[config.mk]
export PLATFORM = sky130hd
export DESIGN_NAME = seq_divider
export DESIGN_NICKNAME = d
export VERILOG_FILES = /design/src/rtl/seq_divider.sv
export SDC_FILE = /design/constraint.sdc
export NUM_CORES = 1
export LEC_CHECK = 0
export CAP_MARGIN = 0
export CORE_ASPECT_RATIO = 2
export CORE_MARGIN = 5
export CORE_UTILIZATION = 60
export DETAILED_ROUTE_END_ITERATION = 6
export DONT_BUFFER_PORTS = 1
export HOLD_SLACK_MARGIN = 0.12
export MAX_ROUTING_LAYER = met4
export PLACE_DENSITY = 0.83
export SETUP_SLACK_MARGIN = 0.05
export SLEW_MARGIN = 20
export SYNTH_ARGS = -nofsm -noshare
export SYNTH_HDL_FRONTEND = slang
export SYNTH_SLANG_ARGS = --single-unit
[constraint.sdc]
create_clock -name clk -period 3.14 [get_ports clk]
set_clock_uncertainty 0.2 [all_clocks]
set_input_delay 0.157 -clock clk [delete_from_list [all_inputs] [get_ports clk]]
set_output_delay 0.157 -clock clk [all_outputs]
set_load 0.01 [all_outputs]
[src/rtl/seq_divider.sv]
// Sequential restoring divider: 2*WIDTH-bit dividend by WIDTH-bit divisor,
// one quotient bit per clock, with start/busy/done handshake.
module seq_divider #(
  parameter int WIDTH = 5
) (
  input  logic                 clk,
  input  logic                 rst,
  input  logic                 start,
  input  logic [2*WIDTH-1:0]   dividend,
  input  logic [WIDTH-1:0]     divisor,
  output logic                 busy,
  output logic                 done,
  output logic [2*WIDTH-1:0]   quotient,
  output logic [WIDTH-1:0]     remainder,
  output logic                 div_by_zero
);

  localparam int CNT_W = $clog2(2*WIDTH+1);
  localparam logic [CNT_W-1:0] ITERS = CNT_W'(2*WIDTH);

  localparam logic [1:0] IDLE = 2'd0;
  localparam logic [1:0] RUN  = 2'd1;
  localparam logic [1:0] DONE = 2'd2;

  logic [1:0]           state_q, state_d;
  logic [CNT_W-1:0]     cnt_q, cnt_d;
  logic [2*WIDTH-1:0]   dvd_q, dvd_d;
  logic [WIDTH-1:0]     dvs_q, dvs_d;
  logic [WIDTH:0]       prem_q, prem_d;
  logic [2*WIDTH-1:0]   quo_q, quo_d;
  logic [2*WIDTH-1:0]   quotient_q, quotient_d;
  logic [WIDTH-1:0]     remainder_q, remainder_d;
  logic                 dbz_q, dbz_d;

  logic [WIDTH:0]       shifted;
  logic [WIDTH+1:0]     trial;

  // The partial remainder stays below the divisor, so its top bit is always
  // zero before the shift and nothing is lost.
  assign shifted = {prem_q[WIDTH-1:0], dvd_q[2*WIDTH-1]};
  assign trial   = {1'b0, shifted} - {2'b00, dvs_q};

  always_comb begin
    state_d     = state_q;
    cnt_d       = cnt_q;
    dvd_d       = dvd_q;
    dvs_d       = dvs_q;
    prem_d      = prem_q;
    quo_d       = quo_q;
    quotient_d  = quotient_q;
    remainder_d = remainder_q;
    dbz_d       = dbz_q;

    if (state_q == RUN) begin
      if (trial[WIDTH+1]) begin
        prem_d = shifted;
        quo_d  = {quo_q[2*WIDTH-2:0], 1'b0};
      end else begin
        prem_d = trial[WIDTH:0];
        quo_d  = {quo_q[2*WIDTH-2:0], 1'b1};
      end
      dvd_d = {dvd_q[2*WIDTH-2:0], 1'b0};
      cnt_d = cnt_q - CNT_W'(1);
      if (cnt_q == CNT_W'(1)) begin
        state_d     = DONE;
        quotient_d  = quo_d;
        remainder_d = prem_d[WIDTH-1:0];
      end
    end else if (start) begin
      // Accepted from IDLE or DONE (back-to-back).
      dvd_d = dividend;
      dvs_d = divisor;
      dbz_d = 1'b0;
      if (divisor == '0) begin
        state_d     = DONE;
        quotient_d  = '1;
        remainder_d = '0;
        dbz_d       = 1'b1;
      end else begin
        prem_d  = '0;
        quo_d   = '0;
        cnt_d   = ITERS;
        state_d = RUN;
      end
    end else begin
      state_d = IDLE;
    end
  end

  always_ff @(posedge clk) begin
    if (rst) begin
      state_q     <= IDLE;
      cnt_q       <= '0;
      dvd_q       <= '0;
      dvs_q       <= '0;
      prem_q      <= '0;
      quo_q       <= '0;
      quotient_q  <= '0;
      remainder_q <= '0;
      dbz_q       <= 1'b0;
    end else begin
      state_q     <= state_d;
      cnt_q       <= cnt_d;
      dvd_q       <= dvd_d;
      dvs_q       <= dvs_d;
      prem_q      <= prem_d;
      quo_q       <= quo_d;
      quotient_q  <= quotient_d;
      remainder_q <= remainder_d;
      dbz_q       <= dbz_d;
    end
  end

  assign busy        = (state_q == RUN);
  assign done        = (state_q == DONE);
  assign quotient    = quotient_q;
  assign remainder   = remainder_q;
  assign div_by_zero = dbz_q;

endmodule

# Word-level counts from Yosys, hierarchy flattened
# Index checks and enable logic that the tools add are counted.
[totals] reg_bits=51 input_bits=18 out_inout_bits=18 elab_cells=51
[classes] addsub=2 eq_ne=5 n_mux=26 bitwise_logic=1 n_reduce_logical=7
[op_table] op="$mux 10" count=6
[op_table] op="$mux 5" count=8
[op_table] op="$mux 9" count=3
[op_table] op="$mux 4" count=3
[op_table] op="$mux 2" count=4
[op_table] op="$sub 6x5->7" count=1
[op_table] op="$logic_not 5->1" count=1
[op_table] op="$eq 4x1->1 const B" count=1
[op_table] op="$reduce_and 2->1" count=2
[op_table] op="$reduce_bool 2->1" count=2
[op_table] op="$sub 4x1->4 const B" count=1
[op_table] op="$reduce_and 3->1" count=1
[op_table] op="$eq 2x1->1 const B" count=1
[op_table] op="$eq 2x2->1 const B" count=1
[op_table] op="$mux 1" count=2
[op_table] op="$ne 2x1->1 const B" count=1
[op_table] op="$ne 2x2->1 const B" count=1
[op_table] op="$reduce_or 2->1" count=1
[op_table] op="$not 1->1" count=1

# Logic depth before layout (Yosys ltp)
# Gate-level depths: netlist (run 1).
[depth] depth_word=4 ltp_mapped=9 ltp_nobuf=8

# Worst setup path before layout (run 1)
# No wires, ideal clock.
[synth_path] kind="register to register" startpoint="register dvd_q[9]" endpoint="register prem_q[0]" setup_ps=74 arrival_time_ps=1944 required_ps=2866 setup_slack_ps=921 stages_incl_launch_ff=10 n_path_buf=1 synth_period_minus_slack_ps=2219 cell_sequence="dfxtp_1 inv_1 ha_1 fa_1 and2b_1 o31ai_4 and2_0 buf_2 mux2_2 o21ai_0"
[synth_via] elab_chain_cells=3
[synth_lines] item="start, declared" line="27" rtl="logic [2*WIDTH-1:0] dvd_q, dvd_d;"
[synth_lines] item="start signal, assigned" line="104" rtl="dvd_q <= dvd_d;"
[synth_lines] item="$sub 6x5->7" line="41" rtl="assign trial = {1'b0, shifted} - {2'b00, dvs_q};"
[synth_lines] item="$mux 5 (*)" line="55" rtl="if (trial[WIDTH+1]) begin"
[synth_lines] item="$mux 5 (*)" line="54" rtl="if (state_q == RUN) begin"
[synth_lines] item="end signal, assigned" line="106" rtl="prem_q <= prem_d;"
[synth_lines] item="end, declared" line="29" rtl="logic [WIDTH:0] prem_q, prem_d;"
# Mark *: on every way between the ends. The rest lies on a longest branch, timed or not.
# A chain may end at the register's enable or synchronous reset.

# Final worst setup path (run 1)
[layout_path] startpoint="register state_q[1]" endpoint="register remainder_q[4] (netlist: remainder[4])"
[layout_via] elab_chain_cells=3 elab_cells_between_ends=6 cone_classes="2 x eq/ne; 1 x mux; 3 x reduce/logical"
[layout_lines] item="start, declared" line="25" rtl="logic [1:0] state_q, state_d;"
[layout_lines] item="start signal, assigned" line="102" rtl="state_q <= state_d;"
[layout_lines] item="$eq 2x1->1 (*)" line="54"
[layout_lines] item="$ne 2x1->1 (no source line) / $reduce_bool 2->1 (equally long branches)"
[layout_lines] item="$reduce_and 3->1 (no source line)"
[layout_lines] item="end signal, assigned" line="109" rtl="remainder_q <= remainder_d;"
[layout_lines] item="end, declared" line="32" rtl="logic [WIDTH-1:0] remainder_q, remainder_d;"
# Marked as above.

==> results of run 1 <==
stage by stage:
step	power, mW	instances	util, %
2_1_floorplan	0.882	259	-
3_3_place_gp	0.896	294	61.9
3_5_place_dp	0.902	294	61.9
4_1_cts	1.40	323	71.2
5_1_grt	1.46	323	71.3
6_report	1.40	324	71.4
power by group through the flow:
| stage | Sequential, mW | Clock, mW | Combinational (mW) |
|---|---|---|---|
| after CTS | 0.705 | 0.479 | 0.219 |
| after global routing | 0.709 | 0.506 | 0.244 |
| after global placement | 0.719 | 0 | 0.178 |
| after detailed placement | 0.720 | 0 | 0.182 |
| final | 0.706 | 0.470 | 0.220 |
| after floorplan | 0.713 | 0 | 0.170 |
area by class of cell:
class | instances | share of cell area [%]
Clock inverter | 3 | 1.83
Inverter | 9 | 1.30
Sequential cell | 51 | 39.2
Timing Repair Buffer | 23 | 9.23
Clock buffer | 5 | 2.64
Antenna cell | 1 | 0.0962
Multi-Input combinational cell | 183 | 43.3
Tap cell | 49 | 2.36
cell families after synthesis:
family / Yosys count
AO/OA/AOI/OAI: 53
XOR/XNOR: 1
adder cells (fa/ha/maj): 8
buffers and inverters: 25
flip-flops: 51
multiplexers: 12
AND/OR/NAND/NOR: 109
sequential cells by signal (all words and copies together), names as in the netlist:
name and count:
cnt_q 4, prem_q 5, state_q 2, quo_q 9
dvd_q 10, quotient 10, remainder 5, div_by_zero 1
dvs_q 5
timing repair:
item / in CTS / in global routing
setup endpoints to repair: 0 / 10
hold buffers: 21 / 0
hold endpoints to repair: 51 / 0
resized for setup: 0 / 2
critical path, cell delays in order, from the launching register on:
cell and delay [ns]:
sky130_fd_sc_hd__dfxtp_1 0.33, sky130_fd_sc_hd__nand2b_1 0.39, sky130_fd_sc_hd__clkinv_1 0.15, sky130_fd_sc_hd__and3_1 0.23, sky130_fd_sc_hd__a31oi_1 0.52, sky130_fd_sc_hd__nand2_1 0.14
sky130_fd_sc_hd__a21oi_2 0.13, sky130_fd_sc_hd__dlygate4sd3_1 0.54
routing by layer:
layer | GRT usage, % | share of wire (%) | routed length (um)
met4 | 11.6 | 2.7 | 146
met3 | 3.69 | 5.8 | 317
met1 | 24.0 | 36 | 1960
met2 | 40.0 | 55 | 3020
met5 | - | 0 | 0
cell usage in the layout, fill, tap and decap left out, types with 2 or more instances in the layout:
cell type	n
sky130_fd_sc_hd__dfxtp_1	51
sky130_fd_sc_hd__clkbuf_8	5
sky130_fd_sc_hd__buf_4	2
sky130_fd_sc_hd__o21ai_0	10
sky130_fd_sc_hd__mux2i_1	10
sky130_fd_sc_hd__nand2_1	25
sky130_fd_sc_hd__inv_1	8
sky130_fd_sc_hd__mux2_2	2
sky130_fd_sc_hd__nand3b_1	7
sky130_fd_sc_hd__dlymetal6s4s_1	2
sky130_fd_sc_hd__a211oi_1	11
sky130_fd_sc_hd__nand3_1	5
sky130_fd_sc_hd__nand2b_1	3
sky130_fd_sc_hd__nor2_1	32
sky130_fd_sc_hd__nor3_1	23
sky130_fd_sc_hd__and3_1	2
sky130_fd_sc_hd__nor4_1	2
sky130_fd_sc_hd__a21oi_1	21
sky130_fd_sc_hd__ha_1	7
sky130_fd_sc_hd__dlygate4sd3_1	18
worst min-delay path by stage:
stage	end	slack, ns	depth (start not counted)
after floorplan	dvs_q[4]	0.10	2
after global placement	remainder[4]	0.03	1
after detailed placement	remainder[4]	0.03	1
after CTS	cnt_q[3]	0.16	4
after global routing	quo_q[4]	0.19	4
final	cnt_q[3]	0.16	4
==> impl_summary.md, run 1 <==
Run status
The flow ran to the end, and the final reports show no timing, DRC or antenna violations.

Min path
The worst hold-check path type is primary input to flip-flop. The startpoint identified for the worst hold timing path is divisor[1].

CTS
TritonCTS built the clock tree. The clock-pin slew on the worst setup and hold paths is 0.10 ns. The number of H-tree branching levels is 2. The clock passes through at most 2 buffers. The post-CTS setup-driven buffer insertion count is 0.

Clock tree synthesis found a total of between 50 and 60 sinks. The latest clock arrival within the worst-skew pair is 0.30 ns. The clock tree root driver cell is sky130_fd_sc_hd__clkbuf_8.

Counting the buffers created by CTS gives 5.

Worst setup path
The end point of the critical path is remainder[4]. The launching instance or port of the critical path is state_q[1]. The worst setup path is of the flip-flop to flip-flop kind.

For flop-to-flop paths, the worst setup slack is between 0.4 and 0.5 ns. The worst register-to-register path has a depth of 7. The origin of the critical flop-to-flop path is state_q[1]. Of all nets on the critical path, the largest fanout is 11.

The arrival time reported for the critical path endpoint is 2.75 ns. For the worst setup path, the data required time is 3.20 ns. The capturing element type of the critical path is a flip-flop. The worst flop-to-flop path endpoint is remainder[4].

The category of the worst setup path launch point is a flip-flop.

STA
The max-slew violation count is 0. Setup violations remaining at the end of the flow were counted as 0. The setup TNS after final layout is 0 ns. Setup repair after global routing left no endpoint under its margin.

The least setup slack across all paths after layout is approximately 0.44 ns. The relative slew slack is between 30% and 40%. The number of failing hold endpoints at the final stage is 0. The tightest hold margin is 0.164 ns.

The upper clock frequency limit is 371 MHz. The measured slew at the worst slew-check pin is 0.971 ns. Counting I/O delays and the setup requirement, the final critical path takes 2.70 ns.

The final critical-path share of the clock period is 85.8%.

Power and ir drop
The worst IR drop on VDD is 0.000510 V. Combinational logic burns 15.8% of the power. The part of the total power dissipated in sequential elements is 50.6%. Power spread over the standard cell area amounts to 536 mW/mm^2. Cell internal power was estimated by the tool at 1.01 mW.

The switching share of total power is a little over a quarter. The share of total power dissipated in the clock network is 33.7%. In this run the static leakage power is 0.971 nW.

The net switching power of the design is 0.382 mW.

Yosys
Of all flip-flops after synthesis, the portion carrying an async set or reset was 0%. Yosys mapped a number of flops with a built-in enable equal to 0. Synthesis inferred 51 register bits. The warning count from the yosys run is 0. The commonest register cell after synthesis is sky130_fd_sc_hd__dfxtp_1. The largest area contributor in the netlist is sky130_fd_sc_hd__dfxtp_1.

The post-synthesis cell type count is 45. The synthesized-area fraction occupied by and/or/nand/nor cells is 23.3%. Summing the sequential cell areas from Yosys gives 44.7% of the chip area. The post-synthesis mux area share is around 5.4%. The dominant combinational cell family by area after synthesis is simple AND/OR/NAND/NOR gates. The share of the synthesized area in the top cell type is between 40 and 50%. The synthesized netlist devotes 15.6% of its cell area to compound gates. The area of the mapped netlist is 0.00228 sq mm. The synthesized netlist devotes 4.71% of its cell area to adder and majority cells. The cell count after synthesis is roughly 260. The xor and xnor area share after synthesis is 0.384%. The most frequently used cell type in the post-synthesis netlist is sky130_fd_sc_hd__dfxtp_1. A synthesized cell averages approximately 8.8 sq um. The number of nets handed over by synthesis was 285. Yosys attributes the largest share of cell area to sky130_fd_sc_hd__dfxtp_1 (45%), sky130_fd_sc_hd__nor2_1 (5.3%), sky130_fd_sc_hd__nor3_1 (5.0%), sky130_fd_sc_hd__a21oi_1 (4.6%), sky130_fd_sc_hd__mux2i_1 (4.4%). Counting instances in the post-synthesis netlist gives the leading cell types as sky130_fd_sc_hd__dfxtp_1 (51), sky130_fd_sc_hd__nor2_1 (32), sky130_fd_sc_hd__nand2_1 (25), sky130_fd_sc_hd__nor3_1 (23), sky130_fd_sc_hd__a21oi_1 (21).

Floorplan
The die height is between 90 and 100 um. The boundary pin count is 36. Once the floorplan was initialized, standard cells occupied 62.6% of the core. The core region is 0.00365 sq mm. The chip width is roughly 54 um. The die covers 0.00521 sq mm. After floorplanning, the core was divided into 31 placement rows.

Finish
The fill cell total of the finished layout is about 290. In the final design database the tool counted 299 nets. Of the cells placed in the final design, the portion with a size suffix greater than 1 is 8.03%.

Relative to the synthesized area, the layout overhead comes to 14.0%. The storage element area is 0.00102 sq mm. The area of the multi-input gates is 0.00113 sq mm. The finished cells cover between 0.002 and 0.003 sq mm.

Global routing
The first global-routing pass estimated 8910 um of wire. The leftover overflow at the end of global routing is 0. The global router's overall resource usage is a little under a quarter. Entering global routing, the biggest net connects 47 pins.

The via count of the first global-routing pass came to 1974. The number of antenna violations at the first check in global routing is 0.

Job
The number of max-cap violations is 0.

Placement
The HPWL after detailed placement is between 3000 and 4000 um. The congestion estimate from routability-driven global placement came to 0.877. The number of port buffers is 0. The cell area after placement is 0.00226 sq mm. The setup slack at placement is 0.681 ns.

Route
After detailed routing, the number of vias per cell comes to 5.92. For this block, the routed nets add up to approximately 5400 um of wire. The routed via count is ~1900. The first TritonRoute pass finished after 4 iterations.

The first routing iteration left 43 violations. The average wire per standard cell is 16.8 um. The number of remaining DRC errors is 0. The antenna violation net count after detailed routing is 0.
(Power assumes the default switching activity.)
==> run 2, diff against run 1 <==
--- a/config.mk
+++ b/config.mk
@@ -6,14 +6,16 @@
 export NUM_CORES = 1
 export LEC_CHECK = 0
 export CAP_MARGIN = 0
+export CELL_PAD_IN_SITES_DETAIL_PLACEMENT = 1
+export CELL_PAD_IN_SITES_GLOBAL_PLACEMENT = 2
 export CORE_ASPECT_RATIO = 2
 export CORE_MARGIN = 5
-export CORE_UTILIZATION = 60
+export CORE_UTILIZATION = 37
 export DETAILED_ROUTE_END_ITERATION = 6
 export DONT_BUFFER_PORTS = 1
 export HOLD_SLACK_MARGIN = 0.12
 export MAX_ROUTING_LAYER = met4
-export PLACE_DENSITY = 0.83
+export PLACE_DENSITY = 0.84
 export SETUP_SLACK_MARGIN = 0.05
 export SLEW_MARGIN = 20
 export SYNTH_ARGS = -nofsm -noshare
==> run 2 against run 1 <==
Net effect:
- clock power up 38%
- combinational power is 2% higher
- sequential power is essentially flat
- power is 13% higher
- largest power group unchanged
==> impl_summary.md, run 2 (synthesis results as in run 1) <==
Route
The average wire per standard cell is 17.7 um (was 16.8 um). The number of remaining DRC errors is 0 (unchanged). The detailed-route vias per instance is 5.63 (was 5.92). The first-iteration detailed-routing DRC count is 39 (was 43). The antenna violation net count after detailed routing is 0 (unchanged). The routed via count is 1909 (was 1918).

The count of TritonRoute iterations in the first routing pass came to 4 (unchanged). The aggregate routed wire length came to 6010 um (was 5450 um).

Global routing
The global router's overall resource usage was 17.3% (was 23.2%). The number of antenna violations at the first check in global routing came to 0 (unchanged). The leftover overflow at the end of global routing was 0 (unchanged). The maximum number of pins on one net before global-route repair was 47 (unchanged).

The wire length of the first global-routing pass is 10300 um (was 8910 um). The via count of the first global-routing pass is 2084 (was 1974).

STA
The final critical-path share of the clock period is 86.2% (was 85.8%). The setup TNS after final layout came to 0 ns (unchanged). The measured slew at the worst slew-check pin was 0.930 ns (was 0.971 ns). The upper clock frequency limit came to 370 MHz (was 371 MHz). The setup-violating endpoint count in the final report was 0 (unchanged). The relative slew slack came to 38.0% (was 35.3%). The post-layout minimum cycle time is 2.71 ns (was 2.70 ns). Setup repair after global routing missed its margin: false (unchanged). The number of failing hold endpoints at the final stage came to 0 (unchanged). The max-slew violation count is 0 (unchanged).

Floorplan
The total number of placement rows was 40 (was 31). The boundary pin count is 36 (unchanged). The chip width is 65.6 um (was 53.6 um). The initial core utilization is 38.0% (was 62.6%). The core area came to 0.00601 sq mm (was 0.00365 sq mm).

The overall die area is 0.00794 sq mm (was 0.00521 sq mm). The die height came to 121 um (was 97.2 um).

Finish
Commonest cells after routing, fill and taps aside: sky130_fd_sc_hd__dfxtp_1 (51), sky130_fd_sc_hd__nor2_1 (32), sky130_fd_sc_hd__nand2_1 (25) (unchanged). The fill cell total of the finished layout came to 717 (was 289). The count of placed standard cells in the final layout, fillers left out is 339 (was 324). The final core area utilization came to 44.9% (was 71.4%). The antenna diode count is 0 (was 1).

The fraction of final layout cells sized beyond drive strength 1 came to 8.33% (was 8.03%). The commonest non-fill, non-tap cell in the layout is sky130_fd_sc_hd__dfxtp_1 (unchanged). The final layout net count is 301 (was 299).

The synthesis-to-finish area growth was 18.0% (was 14.0%).

CTS
The latest clock arrival within the worst-skew pair was 0.30 ns (about the same). The number of H-tree branching levels came to 2 (unchanged). The number of sinks handled by clock tree synthesis is 51 (unchanged). The maximum number of buffers from clock root to sink is 2 (unchanged).

The clock-pin slew on the worst setup and hold paths is 0.07 ns (was 0.10 ns). The post-CTS setup-driven buffer insertion count came to 0 (unchanged). The TritonCTS clock tree is yes (unchanged).

The clock buffer count from CTS came to 5 (unchanged). The clock tree root driver cell is sky130_fd_sc_hd__clkbuf_16 (was sky130_fd_sc_hd__clkbuf_8).

Placement
The instance count after placement with tap cells included came to 309 (was 294). The HPWL after detailed placement is 4090 um (was 3590 um). The number of port buffers is 0 (unchanged). The routability congestion estimate is 0.882 (was 0.877).

Min path
The endpoint of the worst hold path is quotient[4] (was cnt_q[3]). The cell depth of the worst min-delay path is 4 (unchanged). The worst hold-check path type is primary input to flip-flop (unchanged). The startpoint of the worst hold path is divisor[0] (was divisor[1]).

Worst setup path
The largest stage delay on the critical path is 0.65 ns (was 0.54 ns). The internal reg-to-reg setup slack is 0.43 ns (was 0.44 ns). The category of the worst setup path launch point was a flip-flop (unchanged).

The cell with the biggest individual delay on the critical path is sky130_fd_sc_hd__dlygate4sd3_1 (unchanged). Cell-by-cell listing of the critical path: nand2b_1 > clkinv_1 > and3_1 > a31oi_1 > dlygate4sd3_1 > nand2_1 > a21oi_1 (was nand2b_1 > clkinv_1 > and3_1 > a31oi_1 > nand2_1 > a21oi_2 > dlygate4sd3_1). The origin of the critical flop-to-flop path is state_q[1] (unchanged). The peak fanout along the critical path is 7 (was 11). The depth of the worst register-to-register path is 7 (unchanged). The arrival time reported for the critical path endpoint is 2.74 ns (was 2.75 ns). The required time reported for the critical path endpoint is 3.17 ns (was 3.20 ns).

The capturing element type of the critical path is a flip-flop (unchanged). The critical path class is flip-flop to flip-flop (unchanged). The worst flop-to-flop path endpoint is remainder[3] (was remainder[4]).

Run status
Status: complete, no violations (unchanged).

Job
The number of max-cap violations is 0 (unchanged).

Power and ir drop
The worst IR drop on VDD is 0.000488 V (was 0.000510 V). The power per cell area is 586 mW/mm^2 (was 536 mW/mm^2). The standby leakage power came to 0.991 nW (was 0.971 nW).
==> run 2: cell count changes in the layout (fill, tap and decap cells not counted), sizes merged <==
cell / before / now
clkbuf: 5 / 6
clkinv: 2 / 1
dlygate4sd3: 18 / 20
dlymetal6s4s: 2 / 1
buf: 3 / 4
diode: 1 / 0
==> run 2: area by class of cell <==
cell class                      instances  area (sq um)  share of cell area (%)
Multi-Input combinational cell        183          1130                    41.8
Sequential cell                        51          1020                    37.9
Timing Repair Buffer                   25           255                    9.48
Clock buffer                            6           139                    5.16
Tap cell                               63          78.8                    2.93
Clock inverter                          2          38.8                    1.44
Inverter                                9          33.8                    1.25
==> run 2: how the worst max path moves through the flow <==
stage                    start           end  depth (start not counted)
finish              state_q[1]  remainder[3]                          7
global placement      dvd_q[9]  remainder[0]                          8
floorplan             dvd_q[9]     prem_q[0]                          9
detailed placement    dvd_q[9]     prem_q[0]                          8
global route        state_q[1]  remainder[3]                          7
CTS                      start  remainder[4]                          6
==> run 2: worst max-delay path: cells and delay by family (launching register included) <==
kind,cells,cell delay [ns]
and+or+nand+nor,3,0.52
AOI/OAI and AO/OA,2,0.68
buffers and inverters,2,0.92
DFF,1,0.32
==> run 2: metrics by stage <==
| stage | setup slack [ns] | power [mW] | hold WS (ns) | cell area [sq um] |
|---|---|---|---|---|
| 6_report | 0.434 | 1.58 | 0.122 | 2690 |
| 5_1_grt | 0.246 | 1.66 | 0.152 | 2690 |
| 4_1_cts | 0.159 | 1.60 | 0.126 | 2690 |
| 3_5_place_dp | 0.711 | 0.910 | 0.0329 | 2280 |
| 3_3_place_gp | 0.793 | 0.904 | 0.0305 | 2280 |
| 2_1_floorplan | 0.921 | 0.882 | 0.104 | 2280 |
==> run 2: repair_timing <==
action | in CTS | in global routing
endpoints found under the hold margin | 51 | 0
hold buffers | 22 | 0
resized for setup | 0 | 1
endpoints found under the setup margin | 0 | 1
==> run 2: metal layers <==
layer	share of wire [%]	track usage (%)
met5	0	-
met4	2.4	6.75
met3	3.3	3.89
met2	59	32.1
met1	36	17.0
==> run 2: power breakdown <==
part / switching, mW / leakage [nW] / internal [mW]
logic: 0.130 / 0.488 / 0.0952
clock network: 0.249 / 0.0875 / 0.401
registers: 0.0251 / 0.416 / 0.680
==> run 3, diff against run 2 <==
==> constraint.sdc (replaced) <==
create_clock -name clk -period 2.6 [get_ports clk]
set_clock_uncertainty 0.2 [all_clocks]
set_input_delay 0.13 -clock clk [delete_from_list [all_inputs] [get_ports clk]]
set_output_delay 0.13 -clock clk [all_outputs]
set_load 0.01 [all_outputs]
==> run 3 against run 2 <==
Net effect:
- wire length rose by 5.5%
- register-to-register slack got worse by 0.21 ns
- clock-buffer cell count fell by 1
- critical endpoint is now prem_q[1]
- first-iteration DRC count rose by 31%
- critical path type is now primary input to flip-flop
- largest power group is now the clock network
- largest cell class unchanged
- sequential power rose by 21%
- global-route usage rose by 0.49 points
- utilization rose by 0.083 points
==> impl_summary.md, run 3 (synthesis results as in run 1) <==
Worst setup path
Cell-by-cell listing of the critical path: dlygate4sd3_1 > or4_4 > a21oi_4 > dlygate4sd3_1 > nand3b_1 > o21ai_0 (was nand2b_1 > clkinv_1 > and3_1 > a31oi_1 > dlygate4sd3_1 > nand2_1 > a21oi_1). The capturing element type of the critical path is a flip-flop (unchanged). The depth of the worst register-to-register path is 8 (was 7). The largest stage delay on the critical path is 0.65 ns (about the same). The category of the worst setup path launch point is a primary input (was flip-flop). The sum of buffers and inverters on the critical path was 2 (unchanged). The gate family responsible for the most delay along the worst path is buffers and inverters (unchanged). The total stage count of the critical path is 6 (was 7). The arrival time reported for the critical path endpoint is 2.47 ns (was 2.74 ns). The cell with the biggest individual delay on the critical path is sky130_fd_sc_hd__dlygate4sd3_1 (unchanged). The cell type with the highest occurrence count on the critical path is sky130_fd_sc_hd__dlygate4sd3_1. The peak fanout along the critical path is 10 (was 7). The required time reported for the critical path endpoint was 2.63 ns (was 3.17 ns).

The critical path class is primary input to flip-flop (was flip-flop to flip-flop).

Floorplan
The total number of placement rows came to 40 (unchanged). The overall die area is 0.00794 sq mm (unchanged). The chip width is 65.6 um (unchanged). The initial core utilization was 38.0% (unchanged). The boundary pin count was 36 (unchanged). The core area was 0.00601 sq mm (unchanged). The die height was 121 um (unchanged).

Job
The number of max-cap violations came to 0 (unchanged).

STA
The max-slew violation count is 0 (unchanged). The setup-violating endpoint count in the final report came to 0 (unchanged). Setup repair after global routing missed its margin: false (unchanged). The final critical-path share of the clock period is 94.0%. The measured slew at the worst slew-check pin came to 0.991 ns (was 0.930 ns). After layout, the minimum clock period comes to 2.44 ns. The relative slew slack was 33.9% (was 38.0%).

The setup TNS after final layout is 0 ns (unchanged). The least setup slack across all paths after layout is 0.156 ns (was 0.434 ns). The upper clock frequency limit is 409 MHz.

The number of failing hold endpoints at the final stage is 0 (unchanged).

Route
The count of TritonRoute iterations in the first routing pass is 4 (unchanged). The first-iteration detailed-routing DRC count is 51 (was 39). The average wire per standard cell is 18.7 um (was 17.7 um). The routed via count is 1899 (was 1909).

The detailed-route vias per instance is 5.62 (was 5.63). The aggregate routed wire length is 6340 um (was 6010 um). The number of remaining DRC errors is 0 (unchanged).

The antenna violation net count after detailed routing is 0 (unchanged).

Placement
The setup slack at placement came to 0.163 ns (was 0.711 ns). The HPWL after detailed placement is 4110 um (was 4090 um). The number of port buffers came to 0 (unchanged). The routability congestion estimate came to 0.913 (was 0.882).

Min path
The worst hold-check path type is primary input to flip-flop (unchanged). The cell depth of the worst min-delay path is 4 (unchanged).

Power and ir drop
The worst IR drop on VDD came to 0.000477 V (was 0.000488 V). The power per cell area is 737 mW/mm^2 (was 586 mW/mm^2). The standby leakage power is 0.989 nW (was 0.991 nW).

Finish
The fill cell total of the finished layout was 701 (was 717). The fraction of final layout cells sized beyond drive strength 1 is 8.36% (was 8.33%). Commonest cells after routing, fill and taps aside: sky130_fd_sc_hd__dfxtp_1 (51), sky130_fd_sc_hd__nor2_1 (32), sky130_fd_sc_hd__nand2_1 (25) (unchanged). The antenna diode count was 0 (unchanged). The final layout net count is 300 (was 301). The synthesis-to-finish area growth was 18.2% (was 18.0%). The commonest non-fill, non-tap cell in the layout is sky130_fd_sc_hd__dfxtp_1 (unchanged).

Global routing
The number of antenna violations at the first check in global routing is 0 (unchanged). The leftover overflow at the end of global routing came to 0 (unchanged). The global router's overall resource usage was 17.8% (was 17.3%). The wire length of the first global-routing pass is 10400 um (was 10300 um). The via count of the first global-routing pass is 2114 (was 2084). The maximum number of pins on one net before global-route repair is 47 (unchanged).

CTS
The number of sinks handled by clock tree synthesis is 51 (unchanged). The number of H-tree branching levels came to 2 (unchanged). The clock tree root driver cell is sky130_fd_sc_hd__clkbuf_16 (unchanged). The TritonCTS clock tree was yes (unchanged). The maximum number of buffers from clock root to sink is 2 (unchanged).

The latest clock arrival within the worst-skew pair is 0.30 ns (about the same). The clock-pin slew on the worst setup and hold paths is 0.07 ns (about the same). The clock buffer count from CTS is 5 (unchanged).

Run status
Status: complete, no violations (unchanged).
run 3: cell type report:
type	count	area (sq um)	area share [%]
multi-input combinational	183	1130	41.8
sequential	51	1020	37.8
timing repair buffer	24	245	9.09
clock buffer	5	125	4.64
tap	63	78.8	2.92
clock inverter	3	67.6	2.50
inverter	9	33.8	1.25
run 3: worst reg2reg max path: stages (launching register included):
cell and delay, ns:
sky130_fd_sc_hd__dfxtp_1 0.31, sky130_fd_sc_hd__inv_1 0.07, sky130_fd_sc_hd__ha_1 0.18, sky130_fd_sc_hd__fa_1 0.22, sky130_fd_sc_hd__and2b_1 0.22, sky130_fd_sc_hd__o31ai_4 0.29
sky130_fd_sc_hd__and2_1 0.29, sky130_fd_sc_hd__mux2_2 0.37, sky130_fd_sc_hd__o21ai_0 0.16
run 3: layer usage:
layer / vias up / GRT usage (%) / share of wire [%]
met1: 921 / 17.1 / 37
met3: 13 / 3.43 / 2.8
met5: - / - / 0
li1: 926 / - / -
met4: 0 / 8.96 / 3.2
met2: 39 / 32.8 / 57
run 3: timing repair:
item,in CTS,in global routing
hold buffers,21,0
setup buffers,0,0
hold endpoints to repair,51,0
endpoints found under the setup margin,0,6
gates resized for setup,0,2
run 3: metrics by stage:
step,cells,hold WS [ns],util (%),total power [mW],instance area [sq um]
6_report,338,0.138,44.9,1.99,2700
5_1_grt,338,0.218,44.9,2.07,2700
4_1_cts,338,0.146,44.9,2.00,2700
3_5_place_dp,309,0.00176,38.0,1.10,2280
3_3_place_gp,309,0.000819,38.0,1.09,2280
2_1_floorplan,259,0.0775,-,1.07,2280
run 3: final timing paths:
kind | to | slack (ns) | from
worst max register to register | prem_q[0] | 0.22 | dvd_q[9]
worst max-delay path | prem_q[1] | 0.16 | divisor[4]
worst min-delay path | cnt_q[3] | 0.14 | divisor[1]
worst min register to register | dvs_q[3] | 0.26 | dvs_q[3]
run 3: report_power, final:
part	internal (mW)	total, mW	switching [mW]
sequential	0.821	0.852	0.0313
clock	0.552	0.859	0.307
combinational	0.118	0.279	0.161
